===== config.mk =====
export PLATFORM = sky130hd
export DESIGN_NAME = bp_me_wb_arbiter
export DESIGN_NICKNAME = d
export VERILOG_FILES = /design/src/rtl/bp_me_wb_arbiter.sv
export SDC_FILE = /design/constraint.sdc
export NUM_CORES = 1
export LEC_CHECK = 0
export ABC_AREA = 1
export ABC_CLOCK_PERIOD_IN_PS = 1900
export CORE_AREA = 10 10 181 183
export CTS_BUF_LIST = sky130_fd_sc_hd__clkbuf_2
export CTS_CLUSTER_DIAMETER = 40
export DETAILED_ROUTE_END_ITERATION = 6
export DIE_AREA = 0 0 191 193
export DONT_BUFFER_PORTS = 1
export HOLD_SLACK_MARGIN = 0.15
export PLACE_DENSITY = 0.3
export SYNTH_ARGS = -nofsm -noshare
export SYNTH_HDL_FRONTEND = slang
export SYNTH_SLANG_ARGS = --single-unit

===== constraint.sdc =====
create_clock -name clk_i -period 1.9 [get_ports clk_i]
set_clock_uncertainty 0.05 [all_clocks]
set_input_delay 0 -clock clk_i [delete_from_list [all_inputs] [get_ports clk_i]]
set_output_delay 0 -clock clk_i [all_outputs]
set_load 0.05 [all_outputs]

===== src/rtl/bp_me_wb_arbiter.sv =====
// Round-robin arbiter sharing one Wishbone B4 slave port among several WB masters.
// The grant is registered and held across a whole classic cycle or wrapped burst.
module bp_me_wb_arbiter #(
    parameter int unsigned num_masters_p  = 2,
    parameter int unsigned data_width_p   = 64,
    parameter int unsigned adr_width_p    = 37,
    localparam int unsigned sel_width_lp  = data_width_p / 8,
    localparam int unsigned id_width_lp   = (num_masters_p > 1) ? $clog2(num_masters_p) : 1
) (
    input  logic                                   clk_i,
    input  logic                                   reset_i,

    input  logic [num_masters_p*adr_width_p-1:0]   m_adr_i,
    input  logic [num_masters_p*data_width_p-1:0]  m_dat_i,
    input  logic [num_masters_p-1:0]               m_cyc_i,
    input  logic [num_masters_p-1:0]               m_stb_i,
    input  logic [num_masters_p*sel_width_lp-1:0]  m_sel_i,
    input  logic [num_masters_p-1:0]               m_we_i,
    input  logic [num_masters_p*3-1:0]             m_cti_i,
    input  logic [num_masters_p*2-1:0]             m_bte_i,
    output logic [data_width_p-1:0]                m_dat_o,
    output logic [num_masters_p-1:0]               m_ack_o,

    output logic [adr_width_p-1:0]                 s_adr_o,
    output logic [data_width_p-1:0]                s_dat_o,
    output logic                                   s_cyc_o,
    output logic                                   s_stb_o,
    output logic [sel_width_lp-1:0]                s_sel_o,
    output logic                                   s_we_o,
    output logic [2:0]                             s_cti_o,
    output logic [1:0]                             s_bte_o,
    input  logic [data_width_p-1:0]                s_dat_i,
    input  logic                                   s_ack_i,

    output logic [num_masters_p-1:0]               grant_o
);

    typedef enum logic {StIdle, StBusy} state_e;

    state_e                   state_q, state_d;
    logic [id_width_lp-1:0]   grant_id_q, grant_id_d;
    logic [id_width_lp-1:0]   last_id_q, last_id_d;
    logic [num_masters_p-1:0] grant_q, grant_d;

    logic [adr_width_p-1:0]   adr_a [num_masters_p];
    logic [data_width_p-1:0]  dat_a [num_masters_p];
    logic [sel_width_lp-1:0]  sel_a [num_masters_p];
    logic [2:0]               cti_a [num_masters_p];
    logic [1:0]               bte_a [num_masters_p];

    for (genvar i = 0; i < num_masters_p; i++) begin : g_unpack
        assign adr_a[i] = m_adr_i[i*adr_width_p +: adr_width_p];
        assign dat_a[i] = m_dat_i[i*data_width_p +: data_width_p];
        assign sel_a[i] = m_sel_i[i*sel_width_lp +: sel_width_lp];
        assign cti_a[i] = m_cti_i[i*3 +: 3];
        assign bte_a[i] = m_bte_i[i*2 +: 2];
    end

    // First requester found scanning cyclically upward from the slot after last.
    function automatic logic [id_width_lp-1:0] rr_pick(
        input logic [num_masters_p-1:0] req,
        input logic [id_width_lp-1:0]   last
    );
        logic [id_width_lp-1:0] idx;
        logic [id_width_lp-1:0] pick;
        logic                   found;
        idx   = last;
        pick  = '0;
        found = 1'b0;
        for (int unsigned k = 0; k < num_masters_p; k++) begin
            idx = (idx == id_width_lp'(num_masters_p - 1)) ? '0 : idx + id_width_lp'(1);
            if (!found && req[idx]) begin
                found = 1'b1;
                pick  = idx;
            end
        end
        return pick;
    endfunction

    logic                   busy;
    logic                   g_cyc;
    logic                   g_stb;
    logic                   g_we;
    logic [2:0]             g_cti;
    logic                   acc;
    logic                   end_xfer;
    logic [id_width_lp-1:0] pick_id;

    assign busy    = (state_q == StBusy);
    assign g_cyc   = m_cyc_i[grant_id_q];
    assign g_stb   = m_stb_i[grant_id_q];
    assign g_we    = m_we_i[grant_id_q];
    assign g_cti   = cti_a[grant_id_q];
    assign pick_id = rr_pick(m_cyc_i, last_id_q);

    always_comb begin
        s_cyc_o = busy & g_cyc;
        s_stb_o = busy & g_stb;
        s_we_o  = busy & g_we;
        s_adr_o = busy ? adr_a[grant_id_q] : '0;
        s_dat_o = busy ? dat_a[grant_id_q] : '0;
        s_sel_o = busy ? sel_a[grant_id_q] : '0;
        s_cti_o = busy ? g_cti : 3'b000;
        s_bte_o = busy ? bte_a[grant_id_q] : 2'b00;
    end

    // Only classic (000) and end-of-burst (111) beats close the transfer.
    assign acc      = s_ack_i & s_cyc_o & s_stb_o;
    assign end_xfer = acc & ((g_cti == 3'b000) || (g_cti == 3'b111));

    assign m_ack_o = grant_q & {num_masters_p{acc}};
    assign m_dat_o = s_dat_i;
    assign grant_o = grant_q;

    always_comb begin
        state_d    = state_q;
        grant_id_d = grant_id_q;
        last_id_d  = last_id_q;
        grant_d    = grant_q;
        unique case (state_q)
            StIdle: begin
                if (|m_cyc_i) begin
                    state_d          = StBusy;
                    grant_id_d       = pick_id;
                    grant_d          = '0;
                    grant_d[pick_id] = 1'b1;
                end
            end
            StBusy: begin
                if (end_xfer || !g_cyc) begin
                    state_d   = StIdle;
                    last_id_d = grant_id_q;
                    grant_d   = '0;
                end
            end
            default: begin
                state_d = StIdle;
                grant_d = '0;
            end
        endcase
    end

    always_ff @(posedge clk_i or posedge reset_i) begin
        if (reset_i) begin
            state_q    <= StIdle;
            grant_id_q <= '0;
            last_id_q  <= id_width_lp'(num_masters_p - 1);
            grant_q    <= '0;
        end else begin
            state_q    <= state_d;
            grant_id_q <= grant_id_d;
            last_id_q  <= last_id_d;
            grant_q    <= grant_d;
        end
    end

`ifndef SYNTHESIS
    a_grant_onehot: assert property (@(posedge clk_i) disable iff (reset_i)
        $onehot0(grant_q));
    a_ack_needs_cyc: assert property (@(posedge clk_i) disable iff (reset_i)
        s_ack_i |-> s_cyc_o);
    a_no_burst_truncate: assert property (@(posedge clk_i) disable iff (reset_i)
        (busy && state_d == StBusy && s_cti_o == 3'b010 && !acc) |=> (s_cti_o != 3'b000));
`endif

endmodule


Word level (Yosys, flattened, before mapping)
Index checks and enable logic that the tools add are counted.
Word-level totals
  flip-flop bits (word level): 5
  latch bits: 0
  RAM bits: 0
  ROM bits: 0
  bits of input ports: 301
  output and inout port bits: 185
  memories: 0
Operators by class
  add/sub/neg operators: 2
  multiply operators: 0
  div/mod/pow operators: 0
  magnitude comparators: 6
  equality and inequality tests: 3
  shift-type cells: 0
  multiplexer cells: 43
  bitwise gates (word level): 9
  reductions and logical operators: 11
Operators by type and width (number)
  $mux W64: 4
  $mux W37: 4
  $mux W8: 4
  $mux W1: 18
  $mux W2: 6
  $mux W3: 4
  $lt A1 B2 Y1 const B: 4
  $and A1 B1 Y1: 6
  $reduce_and A2 Y1: 3
  $pmux W2 S2: 1
  $eq A3 B3 Y1 const B: 1
  $logic_not A3 Y1: 1
  $add A1 B1 Y1 const B: 2
  $and A2 B2 Y2: 1
  $ge A2 B2 Y1 const B: 1
  $logic_and A1 B1 Y1: 2
  $logic_not A1 Y1: 2
  $logic_or A1 B1 Y1: 2
  $ne A2 B1 Y1 const B: 1
  $ne A2 B2 Y1 const B: 1
  $not A1 Y2: 1
  $pmux W1 S2: 1
  $reduce_or A2 Y1: 1
  $demux W1 S1: 1
  2 further kinds: 2

Depth between registers and ports, before layout
Gate-level depths: netlist (run 1).
  word-level depth: 14
  gate-level depth with buffers: 11
  gate-level depth less buffers: 10

Worst setup path before layout (run 1)
OpenSTA, ideal clock, no wires.
  path type: register -> output
  start point: reg grant_id_q
  end point: out s_dat_o[10]
  arrival time: 1.695 ns
  slack: 0.155 ns
  cell stages (with the launch flop): 7
  cell sequence: dfrtp_1 -> inv_2 -> buf_6 -> buf_2 -> buf_2 -> nor2_1 -> nor2_1
Between the ends
  word-level cells in the longest chain between the ends: 5
RTL lines
  start, declared: RTL line 41  | logic [id_width_lp-1:0] grant_id_q, grant_id_d;
  start signal, assigned: RTL line 151  | grant_id_q <= grant_id_d;
  $not A1 Y2 (implied by the code): RTL line 101  | s_dat_o = busy ? dat_a[grant_id_q] : '0;
  $mux W64 (implied by the code) (3 in a row): RTL line 101
  $mux W64: RTL line 101
  end, declared: RTL line 25  | output logic [data_width_p-1:0] s_dat_o,
No other way between the ends. The select of a mux whose other input is x is not followed.

Worst setup path in the final report (run 1)
  start point: reg grant_id_q
  end point: out m_ack_o[1]
Between the ends
  word-level cells in the longest chain between the ends: 6
  elaborated cells between the ends (all ways): 9
  those cells by class: mux: 4; bitwise: 5
RTL lines
  $mux W1 (implied by the code) (2 in a row): RTL line 90  | assign g_cyc = m_cyc_i[grant_id_q];
  $and A1 B1 Y1: RTL line 97  | s_cyc_o = busy & g_cyc;
  $and A1 B1 Y1: RTL line 108  | assign acc = s_ack_i & s_cyc_o & s_stb_o;
  $and A1 B1 Y1 (*): RTL line 108
  $and A2 B2 Y2 (*): RTL line 111  | assign m_ack_o = grant_q & {num_masters_p{acc}};
  end, declared: RTL line 22  | output logic [num_masters_p-1:0] m_ack_o,
Every way passes the cells marked *; elsewhere a longest branch is shown, timed or not. The select of a mux whose other input is x is not followed.

==> impl_metrics.tcl, run 1 <==
set metrics [dict create \
    status "finished, final reports clean" \
    crit_arrival_ps 1740 \
    grt_antenna_before_repair 5 \
    mostFrequentLayoutCell "nor2_1" \
    grt_max_degree 57 \
    route.met2.wl_microns 10400 \
    irDropWorstVdd_mv 0.788 \
    finalWirelength_microns 19600 \
    relSlewSlack_pct 62.8 \
    die_h_microns 193 \
    cts_tree "done" \
    slew_viol_final 0 \
    critPathMaxFanout 7 \
    pin_count 486 \
    grt-ovfl-total 0 \
    area_growth_pct 68.3 \
    grt_pass1_vias 4054 \
    cts.sinks 5 \
    place.gp.congestion 0.779 \
    hold_violations 0 \
    routed_via_density 3.69 \
    drc 0 \
    cp.required_ps 1850 \
    num_rows 63 \
    insertion_delay_ps 240 \
    highest_layer "met5" \
    core_sq_um 29200 \
    final_cell_mix "nor2_1, buf_4, o21ai_0" \
    period_needed_ps 1790 \
    grtUsageTotal_pct 8.98 \
    clock_tree.root_cell "clkbuf_2" \
    syn_nets 812 \
    end_kind "output port" \
    fin_nets 921 \
    synthDistinctLibCells 20 \
    drive_gt1_share_pct 24.9 \
    grt_pass1_wl_microns 25700 \
    synthCells 511 \
    setup_tns_ps 0 \
    start_kind "flop" \
    htreeDepth 1 \
    r2r_cells 4 \
    portBuffers 0 \
    hold_path_class "in2async" \
    ys_ff_latch 5 \
    antenna_left 0 \
    wl_per_cell_microns 19.4 \
    max-clock-path-buffers 2 \
    crit_type "reg2out" \
    syn_area_sq_um 2500 \
    wl_met1_microns 6710 \
    r2r_slack_ps 270 \
    fp.dieW_microns 191 \
    final.fill_count 3345 \
    leakagePower_nw 1.94 \
    die-area_sq_um 36900 \
    start_util_pct 8.54 \
    p_per_area_nw_per_um2 2620 \
    period_share_pct 94.4 \
    yosysSeqAreaShare_pct 5.06 \
    syn_avg_cell_area_sq_um 4.88 \
    max_cap_viol_count 0 \
    setup_viol 0 \
    post-route-util_pct 14.4 \
    tightest_slew_ps 556 \
    vias 3739 \
    yosysWarnings 0 \
    hpwlAfterDp_microns 15000 \
    clk_pin_slew_ps 70 \
    cts_buffers 3 \
    drtIter0Drc 144 \
    r2r-end "grant_o[0]$_DFFE_PP0P_" \
    r2r-start "last_id_q$_DFFE_PP1P_" \
    wl_met3_microns 2250 \
    first_pass_iters 5 \
    max_freq_mhz 557 \
]
[cell usage after synthesis, drive strengths merged]
cell,number,area (sq um)
nand3,6,35.0
o21ai,115,579
a21oi,3,15.0
or2,2,12.5
nor2,230,866
nand2,30,133
dfrtp,4,100
dfstp,1,26.3
inv,17,63.8
buf,76,564
clkbuf,27,101
[layer usage]
metal,up-vias,GRT usage [%]
met2,300,17.2
met5,-,0
met3,19,3.58
met4,2,1.97
li1,1761,-
met1,1657,8.87
[final cells by class]
| class | count | area, sq um | area share, % |
|---|---|---|---|
| tap | 390 | 488 | 11.6 |
| inverter | 17 | 68.8 | 1.64 |
| clock buffer | 4 | 20.0 | 0.476 |
| multi-input combinational | 386 | 1640 | 39.1 |
| antenna | 3 | 7.51 | 0.179 |
| sequential | 5 | 134 | 3.19 |
| timing repair buffer | 207 | 1840 | 43.8 |
[critical path: stages, from the launching register on]
cell     delay, ps
dfrtp_4        560
buf_4          180
or2_1          230
nand3_2        110
nor2_2          60
inv_1          120
nor2_1          60
buf_4          190
[flip-flops by register name, indices dropped and copies added, names as in the netlist]
name,cells
busy,1
grant_id_q,1
grant_o,2
last_id_q,1
[report_power, final]
part,internal [mW],switching [mW],leakage [nW],total (mW)
clock network,0.0557,0.0505,0.0166,0.106
logic,2.83,7.79,1.87,10.6
registers,0.180,0.0942,0.0572,0.274
[cells by family after synthesis]
kind of cell / count (synthesis) / synth area share, %
compound gates: 118 / 23.8
buf+inv: 120 / 29.2
flops: 5 / 5.06
simple gates: 268 / 41.9
[worst max path at each step]
stage	from	endpoint	slack, ps	depth (start not counted)
after CTS	grant_id_q$_DFFE_PP0P_	s_dat_o[63]	10	5
after floorplan	grant_id_q$_DFFE_PP0P_	s_dat_o[10]	150	6
after global placement	grant_id_q$_DFFE_PP0P_	grant_o[0]$_DFFE_PP0P_	270	10
final	grant_id_q$_DFFE_PP0P_	m_ack_o[1]	110	7
after global routing	grant_id_q$_DFFE_PP0P_	m_ack_o[0]	-20	7
after detailed placement	grant_id_q$_DFFE_PP0P_	grant_o[1]$_DFFE_PP0P_	260	10
[timing repair]
| action | CTS | global route |
|---|---|---|
| gates cloned | 0 | 1 |
| setup endpoints to repair | 2 | 23 |
| hold buffers | 70 | 0 |
| resized for setup | 1 | 5 |
| setup buffers | 0 | 5 |
| hold endpoints to repair | 74 | 0 |
| pin swaps | 0 | 0 |
[through the flow]
stage	hold WS, ps	total power [mW]	area, sq um	worst slack (ps)	cells
2_1_floorplan	-272	7.59	2500	155	511
3_3_place_gp	-215	10.3	3390	266	929
3_5_place_dp	-221	10.3	3390	263	929
4_1_cts	209	10.9	4110	14.6	1003
5_1_grt	238	11.7	4200	-18.6	1010
6_report	203	11.0	4200	106	1012
Note: power is estimated with default switching activity, not from simulation.
==> inputs of run 2 (changes only) <==
BUFFER_PORTS_ARGS = -buffer_cell sky130_fd_sc_hd__buf_4   (was default)
CORE_AREA = 10 10 178 180   (was 10 10 181 183)
DIE_AREA = 0 0 188 190   (was 0 0 191 193)
DONT_BUFFER_PORTS = default   (was 1)
PLACE_DENSITY = 0.48   (was 0.3)
==> run 2 against run 1 <==
Net effect: cell count grew 22%; fmax shrank 0.93%; total power grew 1.8%; global-route usage grew 1.8 points; flip-flop and latch count is the same; combinational power is essentially flat; critical path depth shrank 2; worst hold slack lost 32 ps; critical endpoint is now s_dat_o[53]; largest cell class unchanged.
==> impl_metrics.tcl, run 2 (same netlist as run 1, synthesis figures left out) <==
set metrics [dict create \
    post-route-util_pct 20.8 \
    start_util_pct 8.84 \
    period_needed_ps 1810 \
    portBuffers 357 \
    drive_gt1_share_pct 45.4 \
    irDropWorstVdd_mv 0.905 \
    status "finished, final reports clean" \
    finalWirelength_microns 21400 \
    pin_count 486 \
    antenna_left 0 \
    core_sq_um 28200 \
    max_cap_viol_count 0 \
    hold_violations 0 \
    final_cell_mix "buf_4, nor2_1, o21ai_0" \
    critPathMaxFanout 65 \
    grt-ovfl-total 0 \
    leakagePower_nw 3.03 \
    hold_path_class "in2reg" \
    dp.cells 1160 \
    grt_antenna_before_repair 3 \
    start_kind "flop" \
    htreeDepth 1 \
    area_growth_pct 135 \
    relSlewSlack_pct 62.5 \
    crit_arrival_ps 1760 \
    routed_via_density 3.64 \
    instances_no_fill 1233 \
    mostFrequentLayoutCell "buf_4" \
    place.gp.congestion 0.761 \
    rsz0062_at_grt "false" \
    end_kind "output port" \
    tightest_slew_ps 561 \
    die_h_microns 190 \
    crit_type "reg2out" \
    grt_pass1_wl_microns 30800 \
    grt_pass1_vias 4878 \
    cts_buffers 3 \
    drc 0 \
    max-clock-path-buffers 2 \
    num_rows 62 \
    cts.sinks 5 \
    fin_ws_ps 89.3 \
    cp.required_ps 1850 \
    fin_nets 1150 \
    drtIter0Drc 128 \
    fp.dieW_microns 188 \
    largest_reg_flops 2 \
    hpwlAfterDp_microns 17400 \
    wl_per_cell_microns 17.4 \
    clk_pin_slew_ps 70 \
    die-area_sq_um 35700 \
    period_share_pct 95.3 \
    grt_max_degree 66 \
    setup_tns_ps 0 \
    pre_cts_slack_ps 334 \
    grtUsageTotal_pct 10.8 \
    max_freq_mhz 552 \
    p_per_area_nw_per_um2 1910 \
    insertion_delay_ps 230 \
    vias 4491 \
    cts_tree "done" \
    clock_tree.root_cell "clkbuf_2" \
    first_pass_iters 4 \
    setup_viol 0 \
    slew_viol_final 0 \
]
run 2: worst max-delay path, cell delays in order, from the launching register on:
cell and delay (ps):
dfrtp_4 540, inv_4 140, buf_12 260, nor2_1 70, nor2_1 180, buf_4 250
run 2: through the flow:
stage	instance area [sq um]	total power, mW	hold WS [ps]
CTS	5850	11.3	168
global placement	5160	10.8	-127
floorplan	2500	7.59	-272
global route	5870	11.9	182
finish	5870	11.2	171
detailed placement	5160	10.8	-131
run 2: routing by layer:
metal / up-vias / share of wire, % / global-route usage (%)
met5: - / 0.098 / 0
met4: 4 / 0.71 / 1.42
met3: 12 / 11 / 4.78
met2: 304 / 52 / 20.4
met1: 1957 / 36 / 11.0
li1: 2214 / - / -
run 2: power by group:
part / leakage, nW / internal (mW) / switching (mW)
registers: 0.0572 / 0.181 / 0.105
logic: 2.96 / 3.03 / 7.79
clock network: 0.0166 / 0.0557 / 0.0461
total: 3.03 / 3.26 / 7.94
run 2: final cells by class:
class	count	area [sq um]
sequential	5	134
antenna	1	2.50
timing repair buffer	436	3520
tap	384	480
fill	3286	22400
multi-input combinational	386	1640
inverter	17	66.3
clock buffer	4	20.0
run 2: worst paths after layout:
kind                                   startpoint                      to  slack, ps  cells past startpoint
max                        grant_id_q$_DFFE_PP0P_             s_dat_o[53]         90                      5
min                                    m_cyc_i[1]  grant_id_q$_DFFE_PP0P_        170                      4
max reg2reg                grant_id_q$_DFFE_PP0P_   last_id_q$_DFFE_PP1P_        340                      9
min reg2reg                 last_id_q$_DFFE_PP1P_   last_id_q$_DFFE_PP1P_        440                      2
max in group asynchronous                 reset_i   last_id_q$_DFFE_PP1P_       1350                      3
min in group asynchronous                 reset_i  grant_id_q$_DFFE_PP0P_        190                      3
run 2: timing repair:
action,4_1_cts,5_1_grt
hold buffers,67,0
setup buffers,0,1
gates resized for setup,0,2
setup endpoints to repair,0,2
hold endpoints to repair,71,0
